`src/rtl/bpred_update.sv`:
```
// Branch resolution: queues in-order prediction records, resolves them against execute, drives redirect/BTB/bimodal updates.
// Latency: resolve in cycle N -> mispredict/redirect/BTB write registered in N+1; counter write lands at end of N+1; lookup 1 cycle.
// Backpressure: pred_ready drops while sweeping or when the record FIFO is full; resolves are never stalled (bad ones set err).
module bpred_update #(
    parameter int         FIFO_DEPTH = 4,
    parameter logic [1:0] INIT_CTR   = 2'b01
) (
    input  logic        clk,
    input  logic        reset_n,
    input  logic        pred_valid,
    output logic        pred_ready,
    input  logic [31:0] pred_pc,
    input  logic        pred_taken,
    input  logic [31:0] pred_target,
    input  logic        res_valid,
    input  logic        res_taken,
    input  logic [31:0] res_target,
    input  logic [8:0]  lu_index,
    output logic [1:0]  lu_data,
    output logic        mispredict,
    output logic [31:0] redirect_pc,
    output logic        btb_wren,
    output logic [7:0]  btb_w_addr,
    output logic [31:0] btb_w_data,
    output logic        init_done,
    output logic        err
);

    localparam int AW = (FIFO_DEPTH > 1) ? $clog2(FIFO_DEPTH) : 1;
    localparam logic [AW:0] PTR_ONE = {{AW{1'b0}}, 1'b1};

    typedef enum logic {S_INIT, S_RUN} state_t;

    state_t      state_q, state_d;
    logic [8:0]  init_idx_q, init_idx_d;
    logic [AW:0] wr_ptr_q, wr_ptr_d;
    logic [AW:0] rd_ptr_q, rd_ptr_d;
    logic        err_q, err_d;
    logic        mispredict_q, mispredict_d;
    logic [31:0] redirect_pc_q, redirect_pc_d;
    logic        btb_wren_q, btb_wren_d;
    logic [7:0]  btb_w_addr_q, btb_w_addr_d;
    logic [31:0] btb_w_data_q, btb_w_data_d;
    logic [1:0]  lu_data_q, lu_data_d;
    // counter read-modify-write pipeline: read at resolve, write one cycle later
    logic        upd_vld_q, upd_vld_d;
    logic [8:0]  upd_idx_q, upd_idx_d;
    logic        upd_taken_q, upd_taken_d;
    logic [1:0]  upd_ctr_q, upd_ctr_d;

    // record storage and bimodal table (no reset; pointers and the sweep define validity)
    logic [31:0] fifo_pc_mem [FIFO_DEPTH];
    logic        fifo_tk_mem [FIFO_DEPTH];
    logic [31:0] fifo_tg_mem [FIFO_DEPTH];
    logic [1:0]  ctr_mem     [512];

    logic        run, empty, full, push, pop, mis, btb_wr;
    logic [31:0] head_pc, head_tg;
    logic        head_tk;
    logic [8:0]  head_idx;
    logic        ctr_we;
    logic [8:0]  ctr_widx;
    logic [1:0]  ctr_wval;
    logic [1:0]  upd_next;

    assign run      = (state_q == S_RUN);
    assign empty    = (wr_ptr_q == rd_ptr_q);
    assign full     = (wr_ptr_q[AW] != rd_ptr_q[AW]) &&
                      (wr_ptr_q[AW-1:0] == rd_ptr_q[AW-1:0]);
    assign head_pc  = fifo_pc_mem[rd_ptr_q[AW-1:0]];
    assign head_tk  = fifo_tk_mem[rd_ptr_q[AW-1:0]];
    assign head_tg  = fifo_tg_mem[rd_ptr_q[AW-1:0]];
    assign head_idx = head_pc[10:2];

    assign pop    = res_valid && run && !empty;
    assign mis    = pop && ((head_tk != res_taken) || (res_taken && (head_tg != res_target)));
    assign btb_wr = pop && res_taken && (head_tg != res_target);
    // full blocks a push even when a pop happens in the same cycle; a mispredict flushes it
    assign push   = pred_valid && run && !full && !mis;

    // saturating step of the counter captured at resolve time
    assign upd_next = upd_taken_q ? ((upd_ctr_q == 2'b11) ? 2'b11 : upd_ctr_q + 2'd1)
                                  : ((upd_ctr_q == 2'b00) ? 2'b00 : upd_ctr_q - 2'd1);

    // sweep sequencing: one table entry per cycle, then run forever until reset
    always_comb begin
        state_d    = state_q;
        init_idx_d = init_idx_q;
        case (state_q)
            S_INIT: begin
                init_idx_d = init_idx_q + 9'd1;
                if (init_idx_q == 9'd511) begin
                    state_d = S_RUN;
                end
            end
            S_RUN:   state_d = S_RUN;
            default: state_d = S_INIT;
        endcase
    end

    // single table write port shared by the sweep and resolve updates
    always_comb begin
        ctr_we   = 1'b0;
        ctr_widx = upd_idx_q;
        ctr_wval = upd_next;
        if (!run) begin
            ctr_we   = 1'b1;
            ctr_widx = init_idx_q;
            ctr_wval = INIT_CTR;
        end else if (upd_vld_q) begin
            ctr_we = 1'b1;
        end
    end

    // resolve, FIFO pointer and output next-state logic
    always_comb begin
        wr_ptr_d      = wr_ptr_q;
        rd_ptr_d      = rd_ptr_q;
        err_d         = err_q | (res_valid && !pop);
        mispredict_d  = mis;
        redirect_pc_d = redirect_pc_q;
        btb_wren_d    = btb_wr;
        btb_w_addr_d  = btb_w_addr_q;
        btb_w_data_d  = btb_w_data_q;
        upd_vld_d     = pop;
        upd_idx_d     = head_idx;
        upd_taken_d   = res_taken;
        // forward a write landing this edge so back-to-back updates chain
        upd_ctr_d     = (ctr_we && (ctr_widx == head_idx)) ? ctr_wval : ctr_mem[head_idx];
        // write-first lookup; table contents are not exposed during the sweep
        lu_data_d     = 2'b00;
        if (run) begin
            lu_data_d = (ctr_we && (ctr_widx == lu_index)) ? ctr_wval : ctr_mem[lu_index];
        end

        if (mis) begin
            redirect_pc_d = res_taken ? res_target : head_pc + 32'd4;
            // drop every younger record: queue empties next cycle
            rd_ptr_d      = wr_ptr_q;
        end else begin
            if (push) wr_ptr_d = wr_ptr_q + PTR_ONE;
            if (pop)  rd_ptr_d = rd_ptr_q + PTR_ONE;
        end

        if (btb_wr) begin
            btb_w_addr_d = head_pc[9:2];
            btb_w_data_d = {2'b00, res_target[31:2]};
        end
    end

    // control and output registers
    always_ff @(posedge clk or negedge reset_n) begin
        if (!reset_n) begin
            state_q       <= S_INIT;
            init_idx_q    <= 9'd0;
            wr_ptr_q      <= '0;
            rd_ptr_q      <= '0;
            err_q         <= 1'b0;
            mispredict_q  <= 1'b0;
            redirect_pc_q <= 32'd0;
            btb_wren_q    <= 1'b0;
            btb_w_addr_q  <= 8'd0;
            btb_w_data_q  <= 32'd0;
            lu_data_q     <= 2'b00;
            upd_vld_q     <= 1'b0;
            upd_idx_q     <= 9'd0;
            upd_taken_q   <= 1'b0;
            upd_ctr_q     <= 2'b00;
        end else begin
            state_q       <= state_d;
            init_idx_q    <= init_idx_d;
            wr_ptr_q      <= wr_ptr_d;
            rd_ptr_q      <= rd_ptr_d;
            err_q         <= err_d;
            mispredict_q  <= mispredict_d;
            redirect_pc_q <= redirect_pc_d;
            btb_wren_q    <= btb_wren_d;
            btb_w_addr_q  <= btb_w_addr_d;
            btb_w_data_q  <= btb_w_data_d;
            lu_data_q     <= lu_data_d;
            upd_vld_q     <= upd_vld_d;
            upd_idx_q     <= upd_idx_d;
            upd_taken_q   <= upd_taken_d;
            upd_ctr_q     <= upd_ctr_d;
        end
    end

    // storage arrays: record push and table write
    always_ff @(posedge clk) begin
        if (push) begin
            fifo_pc_mem[wr_ptr_q[AW-1:0]] <= pred_pc;
            fifo_tk_mem[wr_ptr_q[AW-1:0]] <= pred_taken;
            fifo_tg_mem[wr_ptr_q[AW-1:0]] <= pred_target;
        end
        if (ctr_we) begin
            ctr_mem[ctr_widx] <= ctr_wval;
        end
    end

    assign pred_ready  = run && !full;
    assign init_done   = run;
    assign err         = err_q;
    assign mispredict  = mispredict_q;
    assign redirect_pc = redirect_pc_q;
    assign btb_wren    = btb_wren_q;
    assign btb_w_addr  = btb_w_addr_q;
    assign btb_w_data  = btb_w_data_q;
    assign lu_data     = lu_data_q;

endmodule

```
`config.mk`:
```
export PLATFORM = sky130hd
export DESIGN_NAME = bpred_update
export DESIGN_NICKNAME = d
export VERILOG_FILES = /design/src/rtl/bpred_update.sv
export SDC_FILE = /design/constraint.sdc
export NUM_CORES = 2
export LEC_CHECK = 0
export ABC_AREA = 0
export BUFFER_PORTS_ARGS = -buffer_cell sky130_fd_sc_hd__buf_4
export CAP_MARGIN = 20
export CELL_PAD_IN_SITES_DETAIL_PLACEMENT = 1
export CELL_PAD_IN_SITES_GLOBAL_PLACEMENT = 1
export CORE_ASPECT_RATIO = 0.8
export CORE_MARGIN = 5
export CORE_UTILIZATION = 45
export CTS_BUF_LIST = sky130_fd_sc_hd__clkbuf_16
export CTS_CLUSTER_SIZE = 16
export DETAILED_ROUTE_END_ITERATION = 6
export PLACE_DENSITY = 0.66
export SLEW_MARGIN = 5
export SYNTH_ARGS = -nofsm -noshare
export SYNTH_HDL_FRONTEND = slang
export SYNTH_SLANG_ARGS = --single-unit
export TNS_END_PERCENT = 10
```
`constraint.sdc`:
```
create_clock -name clk -period 10.84 [get_ports clk]
set_clock_uncertainty 0.2 [all_clocks]
set_input_delay 1.084 -clock clk [delete_from_list [all_inputs] [get_ports clk]]
set_output_delay 1.084 -clock clk [all_outputs]
set_load 0.01 [all_outputs]
```
==> metrics.md <==
| Metric | Value |
|---|---|
| Outcome | `finished clean` |
| Part of the total power dissipated in combinational logic | `0.020` |
| Die area | `153000 sq um` |
| Clock Latency Late Sink | `~0.81 ns` |
| Pint | `8.62 mW` |
| Flop pwr share | `0.529` |
| First-pass iteration count of the detailed router | `6` |
| Routed Antenna Nets | `0` |
| Num CTS Buffers | `between 100 and 150` |
| Combined global-route utilization of all metal layers | `0.280` |
| Number of synthesized flops with an enable pin | `~1.3k` |
| Placement-stage worst setup slack | `between 4 and 5 ns` |
| Category of the worst setup path capture point | `flop` |
| Initial DRC count | `4729` |
| Synth area leader | `sky130_fd_sc_hd__edfxtp_1` |
| Layout Nets | `between 4k and 5k` |
| Fraction of layout instances using a drive strength above 1 | `0.270` |
| Kind of launch point of the worst setup path | `flop` |
| Max Transition Viols Final | `0` |
| Global-route wire length before repair | `slightly above 300000 microns` |
| Relative slew margins | `0.162` |
| Die width | `about 440 microns` |
| Routed vias/inst | `around 6.5` |
| Sequential area share after synthesis | `0.630` |
| Fraction of synthesis flops using an asynchronous set or reset pin | `0.0749` |
| Number of top-level pins | `190` |
| Post-Synthesis Mean Instance Area | `around 17 sq um` |
| Total number of vias | `39.4k` |
| Total of flip-flops plus latches after synthesis | `~1.4k` |
| Count of unresolved DRC violations after routing | `0` |
| Total setup buffers inserted after CTS | `0` |
| Resized Gates After CTS | `0` |
| Core Area | `~140000 sq um` |
| Initial standard-cell utilization of the core | `0.451` |
| Count of warnings emitted by yosys | `0` |
| Total of hold buffers inserted after clock tree synthesis | `0` |
| Post-detailed-routing wire length | `216000 microns` |
| Site Rows | `between 100 and 150` |
| Fill cells | `roughly 13k` |
| Proportion of power drawn by the clock network | `0.451` |
| Cell count after synthesis | `~3.9k` |
| Switching part of the total power | `0.211` |
| RSZ-0062 raised after global routing | `no` |
| Via count of the first global-routing pass | `slightly above 40k` |
| Synth unique cells | `74` |
| Number of H-tree branching levels | `4` |
| Power spent charging and discharging nets | `2.30 mW` |
| Final worst path period share | `0.590` |
| Worst IR Drop VDD | `around 0.14 mV` |
| Cell with the most instances after synthesis | `sky130_fd_sc_hd__edfxtp_1` |
| Classification of the worst setup path | `flop to flop` |
| Final-layout setup total negative slack | `0 ns` |
| Hpwl dp | `roughly 140000 microns` |
| Post-route minimum period | `around 6.4 ns` |
| Number of violations of the max-capacitance limit | `0` |
| Worst setup slack after layout | `4.44 ns` |
| Average wire per cell in the routed design | `35.8 microns` |
| Critical path fanouts, max | `~110` |
| TritonCTS Sinks | `1388` |
| Total congestion overflow after global routing | `0` |
| Netlist area before placement | `between 60000 and 70000 sq um` |
| Antenna violations before repair | `16` |
| Cell types with the largest area share after synthesis | `sky130_fd_sc_hd__edfxtp_1 59%, sky130_fd_sc_hd__mux4_2 19%, sky130_fd_sc_hd__mux2i_1 4.1%` |
| Primary FF master, synth | `sky130_fd_sc_hd__edfxtp_1` |
| Top cells by count, synth | `1284 x sky130_fd_sc_hd__edfxtp_1, 566 x sky130_fd_sc_hd__nor2_1, 559 x sky130_fd_sc_hd__mux4_2` |
| Final Wtd Congestion | `between 0.8 and 0.9` |
| Type of the tightest min-delay check | `input port to asynchronous set/reset pin` |
| Leakage Power | `roughly 23 nW` |
| Clock tree from TritonCTS | `built` |
| Reg-to-reg endpoint | `upd_ctr_q[1]$_DFF_PN0_` |
| Library cell used as clock root buffer | `sky130_fd_sc_hd__clkbuf_16` |
| Die H | `351 microns` |
| IO Port Bufs | `roughly 190` |
| Data required, critical path | `about 11 ns` |
| Clock Pin Slew Worst Setup and Hold Paths | `0.06 ns` |
| CTS Buffer Depth | `3` |
| Maximum operating frequency | `between 150 and 200 MHz` |
| Largest net degree at the start of global routing | `230` |
| Proportion of netlist area held by the largest area contributor | `0.590` |
| Worst slew pin tran | `around 1.3 ns` |
| Setup slack on the worst flop-to-flop path | `roughly 4.4 ns` |
| Setup violators final | `0` |
| Hold violation total from the final report | `0` |
| Launching point of the worst reg2reg path | `rd_ptr_q[0]$_DFFE_PN0P_` |
| Pwr dens | `~150 nW/um^2` |
| Data arrival time of the critical path | `~6.9 ns` |
| Number of cells traversed by the worst register-to-register path | `10` |
| Post-synthesis to final-layout area growth | `11.5%` |
| Post-route core utilization | `0.503` |
cells in the final DEF (no fill, tap or decap), types with 12 or more instances in the layout:
cell	netlist	layout
sky130_fd_sc_hd__nor2_1	566	562
sky130_fd_sc_hd__clkbuf_16	0	150
sky130_fd_sc_hd__mux2i_1	267	267
sky130_fd_sc_hd__a22oi_1	32	32
sky130_fd_sc_hd__o22ai_1	34	34
sky130_fd_sc_hd__o21ai_0	25	25
sky130_fd_sc_hd__buf_4	46	254
sky130_fd_sc_hd__a21oi_1	36	35
sky130_fd_sc_hd__mux4_2	559	558
sky130_fd_sc_hd__inv_1	12	46
sky130_fd_sc_hd__clkinv_1	0	29
sky130_fd_sc_hd__clkinv_2	0	21
sky130_fd_sc_hd__nor2b_1	17	14
sky130_fd_sc_hd__dfrtp_1	104	102
sky130_fd_sc_hd__nor3_1	15	15
sky130_fd_sc_hd__edfxtp_1	1284	1284
sky130_fd_sc_hd__nand3_1	58	58
sky130_fd_sc_hd__o21ai_1	26	26
sky130_fd_sc_hd__nand2_2	0	16
sky130_fd_sc_hd__and2_1	16	12
sky130_fd_sc_hd__diode_2	0	12
sky130_fd_sc_hd__xnor2_1	63	63
sky130_fd_sc_hd__a211oi_1	13	13
sky130_fd_sc_hd__mux2_2	48	47
sky130_fd_sc_hd__nand4_1	23	23
sky130_fd_sc_hd__nand2_1	230	214
sky130_fd_sc_hd__xor2_1	27	27
sky130_fd_sc_hd__nor4_1	19	18
per-stage QoR:
stage / hold WS (ns) / power, mW / cells / area, sq um
after CTS: 0.0973 / 11.0 / 6032 / 72900
final: 0.130 / 10.9 / 6045 / 72900
after detailed placement: 0.276 / 6.11 / 5771 / 68300
after global routing: 0.166 / 11.2 / 6035 / 72900
after floorplan: 0.266 / 6.02 / 3908 / 65400
after global placement: 0.267 / 6.11 / 5769 / 68300
kinds of logic (layout without fill, tap and decap cells):
group,Yosys count,in the layout,share of synthesized area
XOR/XNOR,90,90,0.0121
adder cells (fa/ha/maj),10,10,0.00184
flip-flops,1388,1388,0.630
AO/OA/AOI/OAI,235,235,0.0239
multiplexers,885,885,0.244
buffers and inverters,320,540,0.0261
other,1,14,0.0000574
AND/OR/NAND/NOR,978,978,0.0626
worst max-delay path: stages, from the launching register on:
cell and delay, ns:
sky130_fd_sc_hd__dfrtp_4 1.03, sky130_fd_sc_hd__mux4_4 1.00, sky130_fd_sc_hd__buf_4 0.75, sky130_fd_sc_hd__buf_12 0.61, sky130_fd_sc_hd__mux4_2 0.42, sky130_fd_sc_hd__mux2_2 0.29, sky130_fd_sc_hd__o22ai_1 0.18, sky130_fd_sc_hd__o211ai_1 0.14
sky130_fd_sc_hd__nor4_1 0.89, sky130_fd_sc_hd__o311a_1 0.32, sky130_fd_sc_hd__a211oi_1 0.05
worst max path at each step:
stage | cells past startpoint | slack [ns] | to | start
after floorplan | 4 | 1.16 | ctr_mem[0][1]$_DFFE_PP_ | init_done$_DFF_PN0_
after global placement | 10 | 4.65 | upd_ctr_q[1]$_DFF_PN0_ | rd_ptr_q[0]$_DFFE_PN0P_
after detailed placement | 10 | 4.62 | upd_ctr_q[1]$_DFF_PN0_ | rd_ptr_q[0]$_DFFE_PN0P_
after CTS | 10 | 4.62 | upd_ctr_q[1]$_DFF_PN0_ | rd_ptr_q[0]$_DFFE_PN0P_
after global routing | 10 | 4.35 | upd_ctr_q[1]$_DFF_PN0_ | rd_ptr_q[0]$_DFFE_PN0P_
final | 10 | 4.44 | upd_ctr_q[1]$_DFF_PN0_ | rd_ptr_q[0]$_DFFE_PN0P_
registers in the layout, indices dropped and copies added, names as in the netlist, 4 cells and up:
name         cells
btb_w_data      30
fifo_tk_mem      4
btb_w_addr       8
redirect_pc     32
init_idx_q       9
fifo_pc_mem    128
fifo_tg_mem    128
upd_idx_q        9
ctr_mem       1024
per-layer routing:
layer / vias to the layer above / global-route usage / wire length [microns]
li1: 15853 / - / -
met1: 20993 / 0.395 / 88500
met2: 2148 / 0.408 / 95100
met3: 372 / 0.0997 / 25600
met4: 10 / 0.0926 / 6830
met5: - / 0 / 71
final cells by class:
cell class | instances | area, sq um | share of cell area
Tap cell | 1905 | 2380 | 0.0327
Clock inverter | 111 | 822 | 0.0113
Inverter | 16 | 77.6 | 0.00106
Sequential cell | 1388 | 41200 | 0.565
Antenna cell | 12 | 30.0 | 0.000412
Timing Repair Buffer | 263 | 2050 | 0.0282
Clock buffer | 150 | 3750 | 0.0515
Multi-Input combinational cell | 2200 | 22600 | 0.310
power groups by stage:
| stage | logic, mW | clock network (mW) | registers, mW |
|---|---|---|---|
| floorplan | 0.125 | 0 | 5.89 |
| global placement | 0.219 | 0 | 5.89 |
| detailed placement | 0.221 | 0 | 5.89 |
| CTS | 0.221 | 4.99 | 5.78 |
| global route | 0.231 | 5.23 | 5.78 |
| finish | 0.218 | 4.92 | 5.78 |
No activity file was read; power rests on OpenSTA's default activity.
